===== src/rtl/bestmove_formatter.sv =====
// rtl/bestmove_formatter.sv - serialises a captured move as a UCI "bestmove" text line, one byte per handshake
module bestmove_formatter #(
  parameter bit EOL_CRLF = 1'b0
) (
  input  logic       clk_in,
  input  logic       rst_n_in,
  input  logic [5:0] from_sq_in,
  input  logic [5:0] to_sq_in,
  input  logic [2:0] promo_in,
  input  logic       move_valid_in,
  output logic       ready_out,
  output logic [7:0] char_out,
  output logic       char_out_valid,
  input  logic       char_out_ready,
  output logic       done_out,
  output logic       overflow_out
);

  typedef enum logic {IDLE, SEND} state_t;

  state_t     state_q, state_d;
  logic [3:0] idx_q, idx_d;
  logic       done_q, done_d;
  logic       ovf_q, ovf_d;
  logic [5:0] from_q, to_q;
  logic [2:0] promo_q;

  logic       null_mv;
  logic       has_promo;
  logic       accept;
  logic [3:0] idx_nxt;
  logic [7:0] char_c;

  assign null_mv   = (from_q == to_q);
  assign has_promo = !null_mv && (promo_q >= 3'd1) && (promo_q <= 3'd4);
  assign accept    = move_valid_in && (state_q == IDLE);

  // Line positions are fixed: 0-8 header, 9-12 squares, 13 promo, 14 CR, 15 LF.
  // Absent positions are skipped so no bubble appears on the stream.
  always_comb begin
    idx_nxt = idx_q + 4'd1;
    if (idx_nxt == 4'd13 && !has_promo) idx_nxt = 4'd14;
    if (idx_nxt == 4'd14 && !EOL_CRLF)  idx_nxt = 4'd15;
  end

  always_comb begin
    state_d = state_q;
    idx_d   = idx_q;
    done_d  = 1'b0;
    ovf_d   = ovf_q | (move_valid_in && (state_q != IDLE));
    case (state_q)
      IDLE: begin
        if (move_valid_in) begin
          state_d = SEND;
          idx_d   = 4'd0;
        end
      end
      SEND: begin
        if (char_out_ready) begin
          if (idx_q == 4'd15) begin
            state_d = IDLE;
            idx_d   = 4'd0;
            done_d  = 1'b1;
          end else begin
            idx_d = idx_nxt;
          end
        end
      end
      default: state_d = IDLE;
    endcase
  end

  always_ff @(posedge clk_in or negedge rst_n_in) begin
    if (!rst_n_in) begin
      state_q <= IDLE;
      idx_q   <= 4'd0;
      done_q  <= 1'b0;
      ovf_q   <= 1'b0;
    end else begin
      state_q <= state_d;
      idx_q   <= idx_d;
      done_q  <= done_d;
      ovf_q   <= ovf_d;
    end
  end

  always_ff @(posedge clk_in or negedge rst_n_in) begin
    if (!rst_n_in) begin
      from_q  <= 6'd0;
      to_q    <= 6'd0;
      promo_q <= 3'd0;
    end else if (accept) begin
      from_q  <= from_sq_in;
      to_q    <= to_sq_in;
      promo_q <= promo_in;
    end
  end

  always_comb begin
    char_c = 8'h00;
    case (idx_q)
      4'd0:  char_c = 8'h62;
      4'd1:  char_c = 8'h65;
      4'd2:  char_c = 8'h73;
      4'd3:  char_c = 8'h74;
      4'd4:  char_c = 8'h6D;
      4'd5:  char_c = 8'h6F;
      4'd6:  char_c = 8'h76;
      4'd7:  char_c = 8'h65;
      4'd8:  char_c = 8'h20;
      4'd9:  char_c = null_mv ? 8'h30 : 8'h61 + {5'd0, from_q[2:0]};
      4'd10: char_c = null_mv ? 8'h30 : 8'h31 + {5'd0, from_q[5:3]};
      4'd11: char_c = null_mv ? 8'h30 : 8'h61 + {5'd0, to_q[2:0]};
      4'd12: char_c = null_mv ? 8'h30 : 8'h31 + {5'd0, to_q[5:3]};
      4'd13: begin
        case (promo_q)
          3'd1:    char_c = 8'h6E;
          3'd2:    char_c = 8'h62;
          3'd3:    char_c = 8'h72;
          3'd4:    char_c = 8'h71;
          default: char_c = 8'h00;
        endcase
      end
      4'd14: char_c = 8'h0D;
      4'd15: char_c = 8'h0A;
      default: char_c = 8'h00;
    endcase
  end

  assign ready_out      = (state_q == IDLE);
  assign char_out_valid = (state_q == SEND);
  assign char_out       = (state_q == SEND) ? char_c : 8'h00;
  assign done_out       = done_q;
  assign overflow_out   = ovf_q;

endmodule


===== config.mk =====
export PLATFORM = sky130hd
export DESIGN_NAME = bestmove_formatter
export DESIGN_NICKNAME = d
export VERILOG_FILES = /design/src/rtl/bestmove_formatter.sv
export SDC_FILE = /design/constraint.sdc
export NUM_CORES = 1
export LEC_CHECK = 0
export BUFFER_PORTS_ARGS = -buffer_cell sky130_fd_sc_hd__buf_2
export CELL_PAD_IN_SITES_DETAIL_PLACEMENT = 0
export CELL_PAD_IN_SITES_GLOBAL_PLACEMENT = 1
export CORE_MARGIN = 8
export CORE_UTILIZATION = 25
export CTS_CLUSTER_DIAMETER = 200
export DETAILED_ROUTE_END_ITERATION = 10
export HOLD_SLACK_MARGIN = 0.02
export PLACE_DENSITY_LB_ADDON = 0.25
export SETUP_SLACK_MARGIN = 0.1
export SLEW_MARGIN = 20
export SYNTH_ARGS = -nofsm -noshare
export SYNTH_HDL_FRONTEND = slang
export SYNTH_SLANG_ARGS = --single-unit

===== constraint.sdc =====
create_clock -name clk_in -period 2.95 [get_ports clk_in]
set_clock_uncertainty 0.15 [all_clocks]
set_input_delay 0.59 -clock clk_in [delete_from_list [all_inputs] [get_ports clk_in]]
set_output_delay 0.59 -clock clk_in [all_outputs]
set_load 0.005 [all_outputs]

# After elaboration in Yosys (flattened, before gate mapping)
# Cells that the tools add are included.
classes:
  addsub: 5
  magnitude_cmp: 2
  n_eq_ne: 24
  muxes: 20
  bitwise_logic: 2
  n_reduce_logical: 10
ops:
  columns: ["op", "count"]
  rows:
  - ["8-bit one-hot mux with 15 select lines", 1]
  - ["4-bit equality test, second input constant", 10]
  - ["7-bit one-hot mux with 4 select lines", 1]
  - ["8-bit 2-to-1 mux", 3]
  - ["4-bit 2-to-1 mux", 5]
  - ["7-bit by 3-bit adder with 8-bit output, first input constant", 2]
  - ["4-bit by 3-bit equality test with 1-bit output, second input constant", 4]
  - ["6-bit by 3-bit adder with 7-bit output, first input constant", 2]
  - ["7-bit 2-to-1 mux", 2]
  - ["4-bit by 2-bit equality test with 1-bit output, second input constant", 2]
  - ["4-bit one-hot mux with 2 select lines", 1]
  - ["3-bit by 2-bit equality test with 1-bit output, second input constant", 2]
  - ["6-bit equality test", 1]
  - ["1-bit 2-to-1 mux", 6]
  - ["1-bit logical AND", 5]
  - ["4-bit by 1-bit adder with 4-bit output, second input constant", 1]
  - ["4-bit by 1-bit equality test with 1-bit output, second input constant", 1]
  - ["4-bit zero test", 1]
  - ["2-bit inequality test, second input constant", 2]
  - ["3-bit by 1-bit equality test with 1-bit output, second input constant", 1]
  - ["3-bit equality test, second input constant", 1]
  - ["3-bit by 1-bit >= comparator with 1-bit output, second input constant", 1]
  - ["3-bit less-or-equal comparator, second input constant", 1]
  - ["1-bit zero test", 2]
  - ["other kinds (5)", 5]
totals:
  ff_bits: 22
  in_bits: 19
  out_inout_bits: 12
  elab_cells: 70

# Logic depth before layout (Yosys ltp)
# Gate-level depths: netlist of the first run.
logic_depth:
  word_depth: 12
  mapped_depth: 7
  depth_no_buf: 6

# Worst setup path after synthesis of the first run
# Ideal clock, no wire load.
synth_path:
  path_kind: "reg-to-output"
  from: "register idx_q[0]"
  to: "output char_out[1]"
  arrival_ns: 1.578
  t_required_ns: 2.210
  path_slack_ns: 0.632
  stages_incl_launch_ff: 8
  path_buffers: 1
  path_cell_list: "dfrtp_1 inv_1 ha_1 clkbuf_1 a21oi_1 a221oi_1 o21ai_0 a31oi_1"
synth_via:
  elab_chain_len: 4
  word_cells_on_any_way: 19
  cone_classes: "eq/ne (15); mux (2); reduce/logical (2)"
synth_rtl:
  columns: ["item", "line_no", "source"]
  rows:
  - ["from (decl)", "22", "logic [3:0] idx_q, idx_d;"]
  - ["from (signal assigned)", "81", "idx_q <= idx_d;"]
  - ["4-bit by 3-bit equality test with 1-bit output or 4-bit by 1-bit equality test with 1-bit output (tied branches)", "101", "case (idx_q)"]
  - ["2-bit OR reduction (no source line)", null, null]
  - ["8-bit one-hot mux with 15 select lines *", "101", null]
  - ["8-bit 2-to-1 mux *", "132", "assign char_out = (state_q == SEND) ? char_c : 8'h00;"]
  - ["to (decl)", "12", "output logic [7:0] char_out,"]
# Every way passes the cells marked *; elsewhere a longest branch is shown, timed or not.

# Worst setup path after layout of the first run
layout_path:
  from: "register from_q[3]"
  to: "output char_out[4]"
layout_via:
  elab_chain_len: 4
  word_cells_on_any_way: 8
  cone_classes: "add/sub (1); eq/ne (1); mux (6)"
layout_rtl:
  columns: ["item", "line_no", "source"]
  rows:
  - ["from (decl)", "25", "logic [5:0] from_q, to_q;"]
  - ["from (signal assigned)", "93", "from_q <= from_sq_in;"]
  - ["6-bit by 3-bit adder with 7-bit output or 6-bit equality test (tied branches)", "112, 34", null]
  - ["7-bit 2-to-1 mux (tied with other cells)", "112", "4'd10: char_c = null_mv ? 8'h30 : 8'h31 + {5'd0, from_q[5:3]};"]
  - ["8-bit one-hot mux with 15 select lines *", "101", null]
  - ["8-bit 2-to-1 mux *", "132", null]
# Marked as above.

==> flow_metrics.env, run 1 <==
export IMPL_status="finished, final reports clean"
export IMPL_ant_nets=0
export IMPL_drive_above_1_share_pct=33.7
export IMPL_design_area_um2=1970
export IMPL_routabilityCongestion=0.796
export IMPL_dp_cells=279
export IMPL_initial_core_util_pct=25.6
export IMPL_yosysTopAreaCellShare_pct=34.0
export IMPL_wl_um=4470
export IMPL_synth_common_cells="22 x dfrtp_1, 15 x mux2_2, 14 x nor2_1"
export IMPL_fin_cells=282
export IMPL_maxCapViolCount=0
export IMPL_critPathCaptureType="output pin"
export IMPL_fmax_ghz=0.367
export IMPL_die_area_um2=9310
export IMPL_final_core_util_pct=31.1
export IMPL_portBuffers=29
export IMPL_setup_tns_ns=0
export IMPL_synth_edf_count=0
export IMPL_grt_pass1_wl_um=7360
export IMPL_die_h_um=96.5
export IMPL_syn_to_final_growth_pct=21.4
export IMPL_grt_max_degree=23
export IMPL_grtUsageTotal_pct=10.0
export IMPL_ys_async_sr_fraction_pct=100
export IMPL_nFillCells=722
export IMPL_path_cells="xnor2_2 > nand4_2 > or4_1 > a21oi_1 > buf_2"
export IMPL_multiInputGateArea_um2=1060
export IMPL_hold_buffers=0
export IMPL_max_vdd_ir_drop_mv=0.439
export IMPL_clk_pin_slew_worst_paths_ns=0.08
export IMPL_synth_seq_area_share_pct=34.0
export IMPL_crit_fanout=7
export IMPL_place_area_um2=1860
export IMPL_cts_root_buffer="clkbuf_8"
export IMPL_critical_path_required_ns=2.21
export IMPL_avgRoutedWirePerCell_um=15.8
export IMPL_critical_path_top_delay_family="simple AND/OR/NAND/NOR gates"
export IMPL_drt_first_pass_iters=4
export IMPL_synthCells=176
export IMPL_drc=0
export IMPL_grt_ovfl_total=0
export IMPL_clkLatencyLatePin_ns=0.26
export IMPL_finalHoldViolCount=0
export IMPL_post_route_min_period_ns=2.73
export IMPL_h_tree_depth=1
export IMPL_antenna_found_initial=0
export IMPL_power_density_nw_per_um2=1060
export IMPL_clock_sinks=22
export IMPL_yosys_cell_count_top_type="dfrtp_1"
export IMPL_num_io_pins=31
export IMPL_hp_class="input port to asynchronous set/reset pin"
export IMPL_num_nets_final=235
export IMPL_diodes=0
export IMPL_ys_types=42
export IMPL_cts_tree="built"
export IMPL_clockBufferDepth=2
export IMPL_synth_warnings=0
export IMPL_fin_crit_sh_pct=92.5
export IMPL_crit_type="register to output pin"
export IMPL_hpwlAfterDp_um=3470
export IMPL_arrival_ns=1.99
export IMPL_die_w_um=96.5
export IMPL_core_rowCount=29
export IMPL_via_count=1424
export IMPL_path_buf_inv=1
export IMPL_slew_viol_final=0
export IMPL_synth_area_leader_cell="dfrtp_1"
export IMPL_p_leak_nw=0.803
export IMPL_start_kind="register"
export IMPL_avgSynthCellArea_um2=9.20
export IMPL_syn_num_nets=204
export IMPL_rsz0062_at_grt="false"
export IMPL_grt_pass1_vias=1431
export IMPL_synth_area_um2=1620
export IMPL_ys_flop_type="dfrtp_1"
export IMPL_max_stage_delay_ns=0.53
export IMPL_drt_iter0_drc=108
export IMPL_core_um2=6310
export IMPL_ys_seq_elements=22
export IMPL_setup_viol=0
export IMPL_worst_path_max_delay_cell="or4_1"
export IMPL_numCtsBuffers=3
export IMPL_seqCellArea_um2=553
export IMPL_synth_area_top_cells="dfrtp_1 34%, mux2_2 10%, ha_1 7.0%"
export IMPL_routed_via_density=5.05
[sequential cells by signal (all words and copies together) (netlist names)]
name and flops:
done_out 1, from_q 6, to_q 6, char_out_valid 1, promo_q 3, overflow_out 1
idx_q 4
[metal layers]
metal / vias to the layer above / track usage [%] / wire length (µm)
li1: 700 / - / -
met1: 692 / 14.5 / 2230
met2: 27 / 14.8 / 2040
met3: 5 / 1.85 / 158
met4: 0 / 2.65 / 44
met5: - / 0 / 0
[where the power goes]
| group | internal [mW] | switching (mW) | total, mW |
|---|---|---|---|
| Sequential | 0.429 | 0.242 | 0.671 |
| Clock | 0.0913 | 0.101 | 0.192 |
| Combinational | 0.605 | 0.607 | 1.21 |
[layout by cell type, fill, tap and decap left out, types with 5 or more instances in the layout]
cell type	netlist	layout
nand2b_1	5	5
nand2_1	8	8
buf_4	1	7
mux2_2	15	15
o22ai_1	6	6
nand3_1	8	8
a21oi_1	13	13
nand3b_1	5	5
xnor2_1	11	11
ha_1	9	5
buf_2	8	29
nor2_1	14	14
o21ai_0	9	9
dfrtp_1	22	20
[worst reg2reg max path: cells and delay by family, from the launching register on]
kind / cells / cell delay (ns)
compound gates: 2 / 0.33
flops: 1 / 0.64
buf+inv: 1 / 0.26
simple gates: 2 / 0.46
[stage by stage]
stage | hold slack, ns | power (mW) | setup slack [ns]
after detailed placement | 0.293 | 1.82 | 0.325
after global placement | 0.287 | 1.84 | 0.352
final | 0.132 | 2.08 | 0.222
after floorplan | 0.144 | 1.42 | 0.632
after global routing | 0.174 | 2.28 | 0.113
after CTS | 0.151 | 2.03 | 0.0993
[worst paths after layout]
kind	start	to	slack, ns	cells after the start
worst max-delay path	from_q[3]	char_out[4]	0.22	5
worst min-delay path	rst_n_in	from_q[3]	0.13	1
worst max register to register	idx_q[2]	idx_q[0]	0.99	5
worst min register to register	overflow_out	overflow_out	0.31	1
max in group asynchronous	rst_n_in	idx_q[0]	2.16	1
min in group clk_in	overflow_out	overflow_out	0.31	1
[kinds of logic after synthesis]
kind of cell	after synthesis	synth area share, %
AND/OR/NAND/NOR	53	18.0
AO/OA/AOI/OAI	49	19.1
flip-flops	22	34.0
XOR/XNOR	12	6.96
adder cells (fa/ha/maj)	9	6.96
multiplexers	15	10.4
buffers and inverters	15	4.33
other	1	0.232
[layout make-up]
| cell class | instances | share of cell area [%] |
|---|---|---|
| multi-input combinational | 139 | 53.9 |
| sequential | 22 | 28.1 |
| timing repair buffer | 36 | 10.1 |
| tap | 77 | 4.90 |
| clock buffer | 3 | 2.10 |
| inverter | 5 | 0.955 |
[repair_timing]
| item | 4_1_cts | 5_1_grt |
|---|---|---|
| resized for setup | 3 | 11 |
| endpoints found under the setup margin | 3 | 5 |
| endpoints found under the hold margin | 0 | 0 |
| buffers inserted | 0 | 0 |
(Power assumes the default switching activity.)
==> run 2: changes to the inputs <==
Settings changed: CORE_UTILIZATION 25 to 30.
==> run 2 against run 1 <==
Effect of this change: clock-buffer cell count did not move; final cell count fell by 3.2%; combinational power fell by 4%; non-clock buffer count fell by 2; die area fell by 14%; register-to-register slack barely moved; clock power barely moved; sequential share of layout area rose by 0.83 points; core utilization rose by 5.6 points; largest cell class unchanged.
==> flow_metrics.env, run 2 (synthesized netlist as in run 1, its figures left out) <==
export IMPL_status="finished, final reports clean"
export IMPL_arrival_ns=2.00
export IMPL_core_rowCount=26
export IMPL_grt_pass1_vias=1495
export IMPL_clkLatencyLatePin_ns=0.26
export IMPL_routed_via_density=5.30
export IMPL_initial_core_util_pct=31.3
export IMPL_p_leak_nw=0.786
export IMPL_core_um2=5170
export IMPL_start_kind="register"
export IMPL_die_w_um=89.5
export IMPL_clockBufferDepth=2
export IMPL_final_cell_mix="29 x buf_2, 22 x dfrtp_1, 15 x mux2_2"
export IMPL_power_density_nw_per_um2=1050
export IMPL_wl_um=4430
export IMPL_path_buf_inv=2
export IMPL_die_area_um2=8000
export IMPL_maxCapViolCount=0
export IMPL_tightest_slew_ns=0.573
export IMPL_hpwlAfterDp_um=3300
export IMPL_hold_buffers=0
export IMPL_portBuffers=29
export IMPL_cts_tree="built"
export IMPL_num_io_pins=31
export IMPL_fin_crit_sh_pct=93.0
export IMPL_total_power_mw=2.00
export IMPL_drt_iter0_drc=94
export IMPL_post_route_min_period_ns=2.74
export IMPL_diodes=0
export IMPL_largestRegisters="from_q: 6 flops, to_q: 6 flops, idx_q: 4 flops"
export IMPL_syn_to_final_growth_pct=17.4
export IMPL_grt_max_degree=23
export IMPL_grt_ovfl_total=0
export IMPL_cts_root_buffer="clkbuf_8"
export IMPL_critical_path_required_ns=2.21
export IMPL_h_tree_depth=1
export IMPL_avgRoutedWirePerCell_um=16.2
export IMPL_die_h_um=89.5
export IMPL_whs_ns=0.139
export IMPL_fmax_ghz=0.364
export IMPL_grt_pass1_wl_um=7360
export IMPL_grtUsageTotal_pct=11.9
export IMPL_setup_tns_ns=0
export IMPL_numCtsBuffers=3
export IMPL_drive_above_1_share_pct=31.5
export IMPL_via_count=1447
export IMPL_antenna_found_initial=0
export IMPL_slew_viol_final=0
export IMPL_drc=0
export IMPL_crit_top_cell="a21oi_1"
export IMPL_hp_class="input port to asynchronous set/reset pin"
export IMPL_max_vdd_ir_drop_mv=0.476
export IMPL_clock_sinks=22
export IMPL_num_nets_final=233
export IMPL_path_cells="inv_1 > ha_2 > nand3_1 > nor4b_2 > a21oi_1 > a21oi_1 > buf_2"
export IMPL_rsz0062_at_grt="false"
export IMPL_crit_type="register to output pin"
export IMPL_slew_limit_headroom_pct=61.8
export IMPL_critical_path_top_delay_family="simple AND/OR/NAND/NOR gates"
export IMPL_max_stage_delay_ns=0.38
export IMPL_worst_path_max_delay_cell="dfrtp_1"
export IMPL_setup_viol=0
export IMPL_crit_fanout=11
export IMPL_layout_commonest_cell="buf_2"
export IMPL_drt_first_pass_iters=4
export IMPL_ant_nets=0
export IMPL_clk_pin_slew_worst_paths_ns=0.08
export IMPL_critPathCaptureType="output pin"
export IMPL_routabilityCongestion=0.815
export IMPL_finalHoldViolCount=0
==> run 2: cell types whose count changed in the layout (fill, tap and decap cells not counted), sizes merged <==
cell and delta:
buf -2
==> run 2: where the power goes <==
part / switching [mW] / internal (mW) / leakage (nW)
Clock: 0.0987 / 0.0913 / 0.0216
Combinational: 0.595 / 0.567 / 0.499
Sequential: 0.226 / 0.426 / 0.266
==> run 2: layer usage <==
layer  share of wire [%]  track usage (%)  vias up
li1                    -                -      694
met1                  46             14.8      711
met2                  46             19.5       32
met3                 4.9             1.93       10
met4                 3.0             5.59        0
met5                   0                0        -
==> run 2: path summary, 6_finish.rpt <==
check,end,slack [ns],depth (start not counted),start
hold reg to reg,overflow_out,0.30,1,overflow_out
setup reg to reg,idx_q[0],0.99,6,idx_q[1]
setup / recovery,char_out[3],0.21,7,idx_q[1]
min in group clk_in,overflow_out,0.30,1,overflow_out
hold / removal,overflow_out,0.14,1,rst_n_in
max in group asynchronous,promo_q[2],2.17,1,rst_n_in
==> run 2: cell type report <==
cell class,count,area [µm²]
inverters,5,18.8
multi-input cells,139,1020
fillers,549,3270
repair buffers,34,183
clock buffers,3,41.3
flip-flops and latches,22,551
well taps,70,87.6
==> run 2: repair_timing <==
item / CTS / global route
setup endpoints to repair: 3 / 5
buffers inserted: 0 / 0
gates resized for setup: 2 / 5
==> run 2: metrics by stage <==
| step | worst slack (ns) | util (%) | instances | area [µm²] |
|---|---|---|---|---|
| after floorplan | 0.632 | - | 176 | 1620 |
| after global placement | 0.316 | 35.5 | 270 | 1840 |
| after detailed placement | 0.318 | 35.5 | 270 | 1840 |
| after CTS | 0.148 | 36.4 | 273 | 1880 |
| after global routing | 0.0878 | 36.7 | 273 | 1900 |
| final | 0.206 | 36.7 | 273 | 1900 |
==> run 3: changes to the inputs <==
Settings changed: PLACE_DENSITY_LB_ADDON 0.25 to 0.1.
==> run 3 against run 2 <==
Effect of this change: worst hold slack worse by 0.0097 ns; register-to-register slack gained 0.04 ns; largest cell class unchanged; total power is 6.9% higher; first-iteration DRC count is 60% lower; clock-buffer cell count unchanged; die area unchanged; final cell count rose by 0.37%; cell area up 3.7%; critical endpoint is now char_out[4]; setup slack better by 0.0017 ns; highest routed layer unchanged.
==> flow_metrics.env, run 3 (synthesized netlist as in run 1, its figures left out) <==
export IMPL_status="finished, final reports clean"
export IMPL_place_area_um2=1840
export IMPL_via_count=1429
export IMPL_total_power_mw=2.14
export IMPL_p_seq_share_pct=31.7
export IMPL_design_area_um2=1970
export IMPL_hp_class="input port to asynchronous set/reset pin"
export IMPL_ant_nets=0
export IMPL_globalRouteMet2Util_pct=20.3
export IMPL_numCtsBuffers=3
export IMPL_met3_usage_pct=2.11
export IMPL_clk_pin_slew_worst_paths_ns=0.08
export IMPL_final_cell_mix="29 x buf_2, 19 x dfrtp_1, 15 x mux2_2"
export IMPL_cts_tree="built"
export IMPL_initial_core_util_pct=31.3
export IMPL_largestRegisters="from_q: 6 flops, to_q: 6 flops, idx_q: 4 flops"
export IMPL_wl_um=4290
export IMPL_switching_share_pct=43.7
export IMPL_switching_power_mw=0.936
export IMPL_combPwrFrac_pct=55.0
export IMPL_drt_first_pass_iters=4
export IMPL_nFillCells=544
export IMPL_max_stage_delay_ns=0.51
export IMPL_core_um2=5170
export IMPL_p_int_mw=1.21
export IMPL_grt_pass1_vias=1556
export IMPL_setup_tns_ns=0
export IMPL_routed_via_density=5.22
export IMPL_arrival_ns=2.00
export IMPL_clock_sinks=22
export IMPL_crit_fanout=11
export IMPL_drive_above_1_share_pct=34.3
export IMPL_grt_max_degree=23
export IMPL_fmax_ghz=0.365
export IMPL_power_density_nw_per_um2=1090
export IMPL_die_w_um=89.5
export IMPL_drc=0
export IMPL_cts_root_buffer="clkbuf_8"
export IMPL_grt_ovfl_total=0
export IMPL_crit_type="register to output pin"
export IMPL_post_route_min_period_ns=2.74
export IMPL_critical_path_required_ns=2.21
export IMPL_routabilityCongestion=0.850
export IMPL_use_met1_pct=14.7
export IMPL_start_kind="register"
export IMPL_layout_commonest_cell="buf_2"
export IMPL_critPathCaptureType="output pin"
export IMPL_maxCapViolCount=0
export IMPL_grt_pass1_wl_um=7420
export IMPL_seqCellArea_um2=554
export IMPL_path_cells="inv_2 > ha_4 > nor2_1 > or4_1 > a21oi_1 > buf_2"
export IMPL_slew_limit_headroom_pct=66.6
export IMPL_die_area_um2=8000
export IMPL_finalHoldViolCount=0
export IMPL_syn_to_final_growth_pct=21.7
export IMPL_avgRoutedWirePerCell_um=15.6
export IMPL_grtUsageTotal_pct=11.9
export IMPL_max_vdd_ir_drop_mv=0.305
export IMPL_path_buf_inv=2
export IMPL_multiInputGateArea_um2=1060
export IMPL_antenna_found_initial=0
export IMPL_hpwlAfterDp_um=3340
export IMPL_clockBufferDepth=2
export IMPL_worst_path_max_delay_cell="or4_1"
export IMPL_top_usage_layer="met2"
export IMPL_num_io_pins=31
export IMPL_fin_crit_sh_pct=93.0
export IMPL_tightest_slew_ns=0.501
export IMPL_die_h_um=89.5
export IMPL_num_nets_final=233
export IMPL_diodes=0
export IMPL_drt_iter0_drc=38
export IMPL_h_tree_depth=1
export IMPL_slew_viol_final=0
export IMPL_pwr_share_clk_pct=13.2
export IMPL_final_core_util_pct=38.1
export IMPL_rsz0062_at_grt="false"
export IMPL_setup_viol=0
export IMPL_portBuffers=29
export IMPL_p_leak_nw=0.802
export IMPL_core_rowCount=26
export IMPL_critical_path_top_delay_family="simple AND/OR/NAND/NOR gates"
export IMPL_clkLatencyLatePin_ns=0.27
-- run 3: path summary, 6_finish.rpt --
| kind | from | endpoint | slack [ns] | cells past startpoint |
|---|---|---|---|---|
| max | idx_q[1] | char_out[4] | 0.21 | 6 |
| min | rst_n_in | to_q[2] | 0.13 | 1 |
| max reg2reg | idx_q[3] | idx_q[0] | 1.03 | 5 |
| min reg2reg | overflow_out | overflow_out | 0.31 | 1 |
| max in group asynchronous | rst_n_in | idx_q[2] | 2.16 | 1 |
| min in group clk_in | overflow_out | overflow_out | 0.31 | 1 |
-- run 3: worst reg2reg max path, stage by stage, from the launching register on --
cell,delay [ns]
dfrtp_1,0.60
buf_4,0.23
nand3_1,0.24
and3_1,0.29
a211oi_1,0.21
o21ai_1,0.09
-- run 3: what timing repair did --
item	in CTS	in global routing
hold buffers	0	0
setup endpoints to repair	5	5
setup buffers	0	0
resized for setup	4	11
-- run 3: routing by layer --
metal  up-vias  share of wire, %
li1        699                 -
met1       695                46
met2        30                48
met3         5               4.5
met4         0               1.3
met5         -                 0
-- run 3: layout make-up --
cell class,instances,share of cell area (%)
tap,70,4.44
clock buffer,3,2.10
inverter,5,0.952
multi-input combinational,139,53.6
clock inverter,1,1.52
timing repair buffer,34,9.27
sequential,22,28.1
-- run 3: stage by stage --
step,hold slack [ns],std cells,worst slack [ns]
floorplan,0.144,176,0.632
global placement,0.282,270,0.298
detailed placement,0.291,270,0.237
CTS,0.141,274,0.0707
global route,0.160,274,0.106
finish,0.129,274,0.207
-- run 3: power by group through the flow --
stage / Sequential [mW] / Combinational (mW) / Clock (mW)
2_1_floorplan: 0.571 / 0.852 / 0
3_3_place_gp: 0.663 / 1.13 / 0
3_5_place_dp: 0.667 / 1.11 / 0
4_1_cts: 0.664 / 1.13 / 0.293
5_1_grt: 0.721 / 1.33 / 0.306
6_report: 0.680 / 1.18 / 0.283
